<file path="src/rtl/arp_tx_if.sv">
// ============================================================================
//  Module   : arp_tx_if
//  Purpose  : 64-bit AXI-Stream link from the ARP transmit engine to the
//             MAC TX layer. The user sideband carries the Ethernet header
//             fields the MAC layer needs to prepend.
//  Signals  : data  [63:0] payload, MSB = first byte on the wire
//             user  [79:0] {len[15:0], dst_mac[47:0], ethertype[15:0]}
//             keep  [7:0]  byte enables, MSB-aligned
//             last         final beat of the frame
//             valid        beat valid (source)
//             ready        beat accepted (sink)
//  Revision : 1.0 - initial release
// ============================================================================
`default_nettype none

interface arp_tx_if;
   logic [63:0] data;
   logic [79:0] user;
   logic [7:0]  keep;
   logic        last;
   logic        valid;
   logic        ready;

   modport master (output data, output user, output keep, output last,
                   output valid, input ready);
   modport slave  (input data, input user, input keep, input last,
                   input valid, output ready);
endinterface

`default_nettype wire

</file>
<file path="src/rtl/arp_tx.sv">
// ============================================================================
//  Module   : arp_tx
//  Purpose  : ARP transmit engine. Builds 28-byte ARP request/reply payloads
//             and streams them as four 64-bit beats to the MAC TX layer.
//  Ports    : i_clk / i_rst        clock, synchronous active-high reset
//             i_dymanic_src_ip     new local IP, loaded on i_src_ip_valid
//             i_recv_target_*      peer MAC/IP capture from the ARP receiver
//             i_arp_reply          pulse: queue a reply to the captured peer
//             i_arp_req / _ip      pulse: queue a request for i_arp_req_ip
//             o_busy               frame in progress (LOAD or SEND)
//             m_axis_mac           AXI-Stream master towards the MAC layer
//  Revision : 1.0 - initial release
// ============================================================================
`default_nettype none

module arp_tx #(
   parameter logic [31:0] P_SRC_IP_ADDR  = {8'd192, 8'd168, 8'd100, 8'd99},
   parameter logic [47:0] P_SRC_MAC_ADDR = 48'h01_02_03_04_05_06
) (
   input  wire logic        i_clk,
   input  wire logic        i_rst,
   input  wire logic [31:0] i_dymanic_src_ip,
   input  wire logic        i_src_ip_valid,
   input  wire logic [47:0] i_recv_target_mac,
   input  wire logic [31:0] i_recv_target_ip,
   input  wire logic        i_recv_target_valid,
   input  wire logic        i_arp_reply,
   input  wire logic [31:0] i_arp_req_ip,
   input  wire logic        i_arp_req,
   output logic             o_busy,
   arp_tx_if.master         m_axis_mac
);

   typedef enum logic [1:0] {
      IDLE = 2'd0,
      LOAD = 2'd1,
      SEND = 2'd2
   } state_t;

   state_t      state;
   state_t      state_nxt;

   logic [31:0] local_ip;
   logic [47:0] peer_mac;
   logic [31:0] peer_ip;
   logic        reply_pend;
   logic        req_pend;
   logic [31:0] req_ip;

   // Frame snapshot, frozen for the whole of SEND
   logic        cur_reply;
   logic [31:0] snap_spa;
   logic [47:0] snap_tha;
   logic [31:0] snap_tpa;
   logic [47:0] snap_dst;
   logic [1:0]  beat;

   logic        start;
   logic        accept;
   logic        clr_reply;
   logic        clr_req;
   logic [15:0] oper;

   // ------------------------------------------------------------------------
   // State register
   // ------------------------------------------------------------------------
   always_ff @(posedge i_clk) begin
      if (i_rst) state <= IDLE;
      else       state <= state_nxt;
   end

   // ------------------------------------------------------------------------
   // Next state and stream outputs
   // ------------------------------------------------------------------------
   always_comb begin
      state_nxt        = state;
      start            = 1'b0;
      accept           = 1'b0;
      oper             = cur_reply ? 16'd2 : 16'd1;
      m_axis_mac.valid = 1'b0;
      m_axis_mac.data  = 64'd0;
      m_axis_mac.keep  = 8'h00;
      m_axis_mac.last  = 1'b0;
      m_axis_mac.user  = 80'd0;

      case (state)
         IDLE: begin
            if (reply_pend || req_pend) begin
               start     = 1'b1;
               state_nxt = LOAD;
            end
         end
         LOAD: begin
            state_nxt = SEND;
         end
         SEND: begin
            // valid is a pure function of state, never of ready
            m_axis_mac.valid = 1'b1;
            accept           = m_axis_mac.ready;
            m_axis_mac.user  = {16'd28, snap_dst, 16'h0806};
            m_axis_mac.keep  = 8'hFF;
            case (beat)
               2'd0: m_axis_mac.data = {16'h0001, 16'h0800, 8'd6, 8'd4, oper};
               2'd1: m_axis_mac.data = {P_SRC_MAC_ADDR, snap_spa[31:16]};
               2'd2: m_axis_mac.data = {snap_spa[15:0], snap_tha};
               default: begin
                  m_axis_mac.data = {snap_tpa, 32'd0};
                  m_axis_mac.keep = 8'hF0;
                  m_axis_mac.last = 1'b1;
               end
            endcase
            if (accept && beat == 2'd3) state_nxt = IDLE;
         end
         default: state_nxt = IDLE;
      endcase
   end

   // The pending flag of the frame being loaded drops as it enters SEND.
   // A new pulse on that same edge wins, so it is never lost.
   assign clr_reply = (state == LOAD) &&  cur_reply;
   assign clr_req   = (state == LOAD) && !cur_reply;

   // ------------------------------------------------------------------------
   // Datapath registers
   // ------------------------------------------------------------------------
   always_ff @(posedge i_clk) begin
      if (i_rst) begin
         local_ip   <= P_SRC_IP_ADDR;
         peer_mac   <= 48'd0;
         peer_ip    <= 32'd0;
         reply_pend <= 1'b0;
         req_pend   <= 1'b0;
         req_ip     <= 32'd0;
         cur_reply  <= 1'b0;
         snap_spa   <= 32'd0;
         snap_tha   <= 48'd0;
         snap_tpa   <= 32'd0;
         snap_dst   <= 48'd0;
         beat       <= 2'd0;
         o_busy     <= 1'b0;
      end else begin
         if (i_src_ip_valid) local_ip <= i_dymanic_src_ip;

         if (i_recv_target_valid) begin
            peer_mac <= i_recv_target_mac;
            peer_ip  <= i_recv_target_ip;
         end

         reply_pend <= i_arp_reply | (reply_pend & ~clr_reply);
         req_pend   <= i_arp_req   | (req_pend   & ~clr_req);
         if (i_arp_req) req_ip <= i_arp_req_ip;

         // Reply has priority when both are pending
         if (start) begin
            cur_reply <= reply_pend;
            o_busy    <= 1'b1;
         end

         if (state == LOAD) begin
            snap_spa <= local_ip;
            snap_tha <= cur_reply ? peer_mac : 48'd0;
            snap_tpa <= cur_reply ? peer_ip  : req_ip;
            snap_dst <= cur_reply ? peer_mac : 48'hFFFF_FFFF_FFFF;
            beat     <= 2'd0;
         end

         if (accept) begin
            beat <= beat + 2'd1;
            if (beat == 2'd3) o_busy <= 1'b0;
         end
      end
   end

endmodule

`default_nettype wire

</file>
<file path="src/flat_wrapper.sv">
// flat-port wrapper written by rule: the top's interface ports become plain ports
module arp_tx_flat 
#(
   parameter logic [31:0] P_SRC_IP_ADDR  = {8'd192, 8'd168, 8'd100, 8'd99},
   parameter logic [47:0] P_SRC_MAC_ADDR = 48'h01_02_03_04_05_06
)
  (i_clk, i_rst, i_dymanic_src_ip, i_src_ip_valid, i_recv_target_mac, i_recv_target_ip, i_recv_target_valid, i_arp_reply, i_arp_req_ip, i_arp_req, o_busy, m_axis_mac_data, m_axis_mac_user, m_axis_mac_keep, m_axis_mac_last, m_axis_mac_valid, m_axis_mac_ready);
  arp_tx_if m_axis_mac_i ();
  input  wire logic i_clk;
  input  wire logic i_rst;
  input  wire logic [31:0] i_dymanic_src_ip;
  input  wire logic i_src_ip_valid;
  input  wire logic [47:0] i_recv_target_mac;
  input  wire logic [31:0] i_recv_target_ip;
  input  wire logic i_recv_target_valid;
  input  wire logic i_arp_reply;
  input  wire logic [31:0] i_arp_req_ip;
  input  wire logic i_arp_req;
  output logic o_busy;
  output wire logic [$bits(m_axis_mac_i.data)-1:0] m_axis_mac_data;
  output wire logic [$bits(m_axis_mac_i.user)-1:0] m_axis_mac_user;
  output wire logic [$bits(m_axis_mac_i.keep)-1:0] m_axis_mac_keep;
  output wire logic [$bits(m_axis_mac_i.last)-1:0] m_axis_mac_last;
  output wire logic [$bits(m_axis_mac_i.valid)-1:0] m_axis_mac_valid;
  input wire logic [$bits(m_axis_mac_i.ready)-1:0] m_axis_mac_ready;
  assign m_axis_mac_data = m_axis_mac_i.data;
  assign m_axis_mac_user = m_axis_mac_i.user;
  assign m_axis_mac_keep = m_axis_mac_i.keep;
  assign m_axis_mac_last = m_axis_mac_i.last;
  assign m_axis_mac_valid = m_axis_mac_i.valid;
  assign m_axis_mac_i.ready = m_axis_mac_ready;
  arp_tx #(.P_SRC_IP_ADDR(P_SRC_IP_ADDR), .P_SRC_MAC_ADDR(P_SRC_MAC_ADDR)) u_core (.i_clk(i_clk), .i_rst(i_rst), .i_dymanic_src_ip(i_dymanic_src_ip), .i_src_ip_valid(i_src_ip_valid), .i_recv_target_mac(i_recv_target_mac), .i_recv_target_ip(i_recv_target_ip), .i_recv_target_valid(i_recv_target_valid), .i_arp_reply(i_arp_reply), .i_arp_req_ip(i_arp_req_ip), .i_arp_req(i_arp_req), .o_busy(o_busy), .m_axis_mac(m_axis_mac_i));
endmodule
</file>
<file path="config.mk">
export PLATFORM = sky130hd
export DESIGN_NAME = arp_tx_flat
export DESIGN_NICKNAME = d
export VERILOG_FILES = /design/src/rtl/arp_tx_if.sv /design/src/rtl/arp_tx.sv /design/src/flat_wrapper.sv
export SDC_FILE = /design/constraint.sdc
export NUM_CORES = 1
export LEC_CHECK = 0
export BUFFER_PORTS_ARGS = -buffer_cell sky130_fd_sc_hd__buf_2
export CORE_MARGIN = 4
export CORE_UTILIZATION = 44
export CTS_CLUSTER_SIZE = 30
export DETAILED_ROUTE_END_ITERATION = 12
export GPL_TIMING_DRIVEN = 0
export PLACE_DENSITY = 0.77
export SYNTH_ARGS = -nofsm -noshare
export SYNTH_HDL_FRONTEND = slang
export SYNTH_SLANG_ARGS = --single-unit
export TNS_END_PERCENT = 30
</file>
<file path="constraint.sdc">
create_clock -name i_clk -period 1.85 [get_ports i_clk]
set_input_delay 0.0925 -clock i_clk [delete_from_list [all_inputs] [get_ports i_clk]]
set_output_delay 0.0925 -clock i_clk [all_outputs]
set_load 0.01 [all_outputs]
</file>
==> results.py <==
metrics = {
    "outcome": {
        "status": "complete, but fails checks",
        "violations": "setup timing",
    },
    "final_layout": {
        "mostFrequentLayoutCell": "dfxtp_1",
        "final_cell_mix": "dfxtp_1, buf_2, nor2_1",
        "utilization_pct": 63.9,
        "multi_input_area_um2": 6050,
        "nNetsFinal": 2102,
        "seqCellArea_um2": 6260,
        "n_fill_cell": 2296,
        "drive_gt1_share_pct": 27.4,
        "area_delta_synth_final_pct": 43.6,
        "stdcell_area_um2": 18300,
    },
    "place": {
        "pre_cts_slack_ns": -0.453,
        "gp_congestion": 0.831,
        "placed_area_um2": 14700,
        "dp_hpwl_um": 29000,
        "portBuffers": 276,
    },
    "timing": {
        "setup_viol": 82,
        "relSlewSlack_pct": 28.9,
        "min_period_over_period_pct": 113,
        "hold_ws_ns": 0.0530,
        "slew_viol_final": 0,
        "fmax_mhz": 479,
        "fin_tns_setup_ns": -9.56,
        "rsz0062_at_grt": "true",
        "finClkSkew_ns": 0.00755,
        "worst_pin_slew_ns": 1.07,
        "finalHoldViolCount": 0,
        "finalCriticalPeriod_ns": 2.09,
        "setup_slack_ns": -0.237,
    },
    "global_routing": {
        "overflow": 0,
        "grt_usage_pct": 26.5,
        "antenna_found_initial": 0,
        "grt_pass1_vias": 12400,
        "grt_max_degree": 21,
        "grt_pass1_wl_um": 66600,
    },
    "synthesis": {
        "synth_top_cell_by_area": "dfxtp_1",
        "yosysWarningCount": 0,
        "netlist.area_leader.share_pct": 49.1,
        "synth_seq_cells": 312,
        "synthDistinctLibCells": 35,
        "syn_inst": 1437,
        "syn_avg_cell_area_um2": 8.86,
        "ys_top_cells_by_area": "dfxtp_1, mux2i_1, a21oi_1",
        "seq_area_frac_synth_pct": 49.1,
        "synth_area_um2": 12700,
    },
    "cts": {
        "clock_path_buffers": 3,
        "cts.sinks": 312,
        "htree_levels": 1,
        "cts_tree": "yes",
        "insertion_delay_ns": 0.55,
        "root_buffer": "clkbuf_16",
        "clk_pin_slew_ns": 0.06,
        "numCtsBuffers": 31,
    },
    "floorplanning": {
        "core_um2": 28600,
        "die_w_um": 178,
        "rows": 62,
        "io-pin-count": 306,
        "die_h_um": 178,
        "start_util_pct": 44.5,
        "die_area_um2": 31700,
    },
    "setup_path": {
        "critPathMaxFanout": 7,
        "critical_path_arrival_ns": 1.99,
        "cp-start-kind": "flip-flop",
        "worst_setup_path_end_kind": "output pin",
        "path_class": "flip-flop to output pin",
        "worstPathRequired_ns": 1.76,
    },
    "drt": {
        "final_antenna_net_count": 0,
        "wl_per_cell_um": 18.8,
        "drt_wl_total_um": 44200,
        "dr.pass1.iters": 7,
        "drcViolationCount": 0,
        "viasPerCell": 5.16,
        "drtIter0Drc": 871,
        "vias": 12200,
    },
    "min_path": {
        "min_path_type": "input pin to flip-flop",
    },
    "power_and_ir_drop": {
        "vdd_drop_max_v": 0.000810,
        "power.density_nw_per_um2": 912,
        "p_leak_nw": 7.97,
    },
    "job": {
        "max-cap-violations": 0,
    },
}
[cell usage after synthesis, drive strengths merged]
library cell,instances
clkinv,1
mux2i,164
a222oi,2
o21ai,56
nor2,187
ha,6
conb,1
o211ai,2
a211oi,32
or2b,1
nand2,167
a21o,1
a22o,25
and3,12
inv,9
a221oi,1
or2,1
a22oi,15
nor2b,19
and2,49
a211o,12
a21oi,147
buf,104
a32oi,1
nand3,48
nor3,3
dfxtp,312
clkbuf,58
nand2b,1
[cell families (layout without fill, tap and decap cells)]
family	count (synthesis)	in the layout	share of synthesized area (%)
flip-flops	312	312	49.1
other	1	28	0.0295
AO/OA/AOI/OAI	294	294	13.8
AND/OR/NAND/NOR	488	488	16.6
adder cells (fa/ha/maj)	6	6	0.590
multiplexers	164	164	12.9
buffers and inverters	172	678	7.07
[where the power goes]
| part | total [mW] | internal, mW | switching, mW | leakage [nW] |
|---|---|---|---|---|
| combinational | 2.42 | 1.09 | 1.32 | 4.87 |
| clock | 6.83 | 4.18 | 2.65 | 0.540 |
| sequential | 7.44 | 7.15 | 0.288 | 2.56 |
| total | 16.7 | 12.4 | 4.26 | 7.97 |
[final cells by class]
type,count,area share [%]
flip-flops and latches,312,34.2
multi-input cells,978,33.1
repair buffers,453,18.1
plain buffers,159,5.47
clock buffers,44,4.89
well taps,384,2.63
clock inverters,12,1.18
inverters,10,0.369
diodes,2,0.0274
[what timing repair did]
action                     4_1_cts  5_1_grt
setup endpoints to repair      128       92
pin swaps                       24       27
cloned                           2        1
hold buffers                   153        0
gates resized for setup        114       80
buffers inserted                19        2
hold endpoints to repair       148        0
[flip-flops by register name (all words and copies together), names as in the netlist]
signal / cells
u_core.peer_mac: 48
u_core.cur_reply: 1
u_core.req_ip: 32
u_core.req_pend: 1
u_core.snap_tpa: 32
u_core.local_ip: 32
u_core.peer_ip: 32
u_core.o_busy: 1
u_core.snap_dst: 48
u_core.reply_pend: 1
u_core.state: 2
u_core.snap_spa: 32
u_core.beat: 2
u_core.snap_tha: 48
[worst paths after layout]
kind	startpoint	end	slack, ns	cells after the start
min reg2reg	u_core.snap_dst[14]$_SDFFE_PP0N_	u_core.snap_dst[14]$_SDFFE_PP0N_	0.45	2
max	u_core.beat[0]$_SDFFE_PP0P_	m_axis_mac_data[0]	-0.24	6
min	i_arp_req	u_core.req_ip[1]$_SDFFE_PP0P_	0.05	3
max reg2reg	u_core.state[0]$_SDFFE_PP0P_	u_core.snap_dst[40]$_SDFFE_PP0N_	0.11	7
[layer usage]
| metal | track usage (%) | vias to the layer above | wire length, um |
|---|---|---|---|
| met3 | 4.13 | 136 | 2920 |
| met1 | 32.3 | 5686 | 17800 |
| met5 | 0 | - | 0 |
| li1 | - | 5835 | - |
| met2 | 46.4 | 501 | 21400 |
| met4 | 11.4 | 0 | 2040 |
[stage by stage]
| step | power (mW) | cells |
|---|---|---|
| finish | 16.7 | 2354 |
| global route | 17.3 | 2352 |
| floorplan | 8.75 | 1462 |
| detailed placement | 9.47 | 2122 |
| global placement | 9.41 | 2122 |
| CTS | 16.6 | 2349 |
[critical path: stages, from the launching register on]
cell      delay [ns]
dfxtp_4         0.39
inv_4           0.05
ha_4            0.17
buf_8           0.13
a222oi_1        0.46
nor2_4          0.10
buf_6           0.14
No activity file was read; power rests on OpenSTA's default activity.
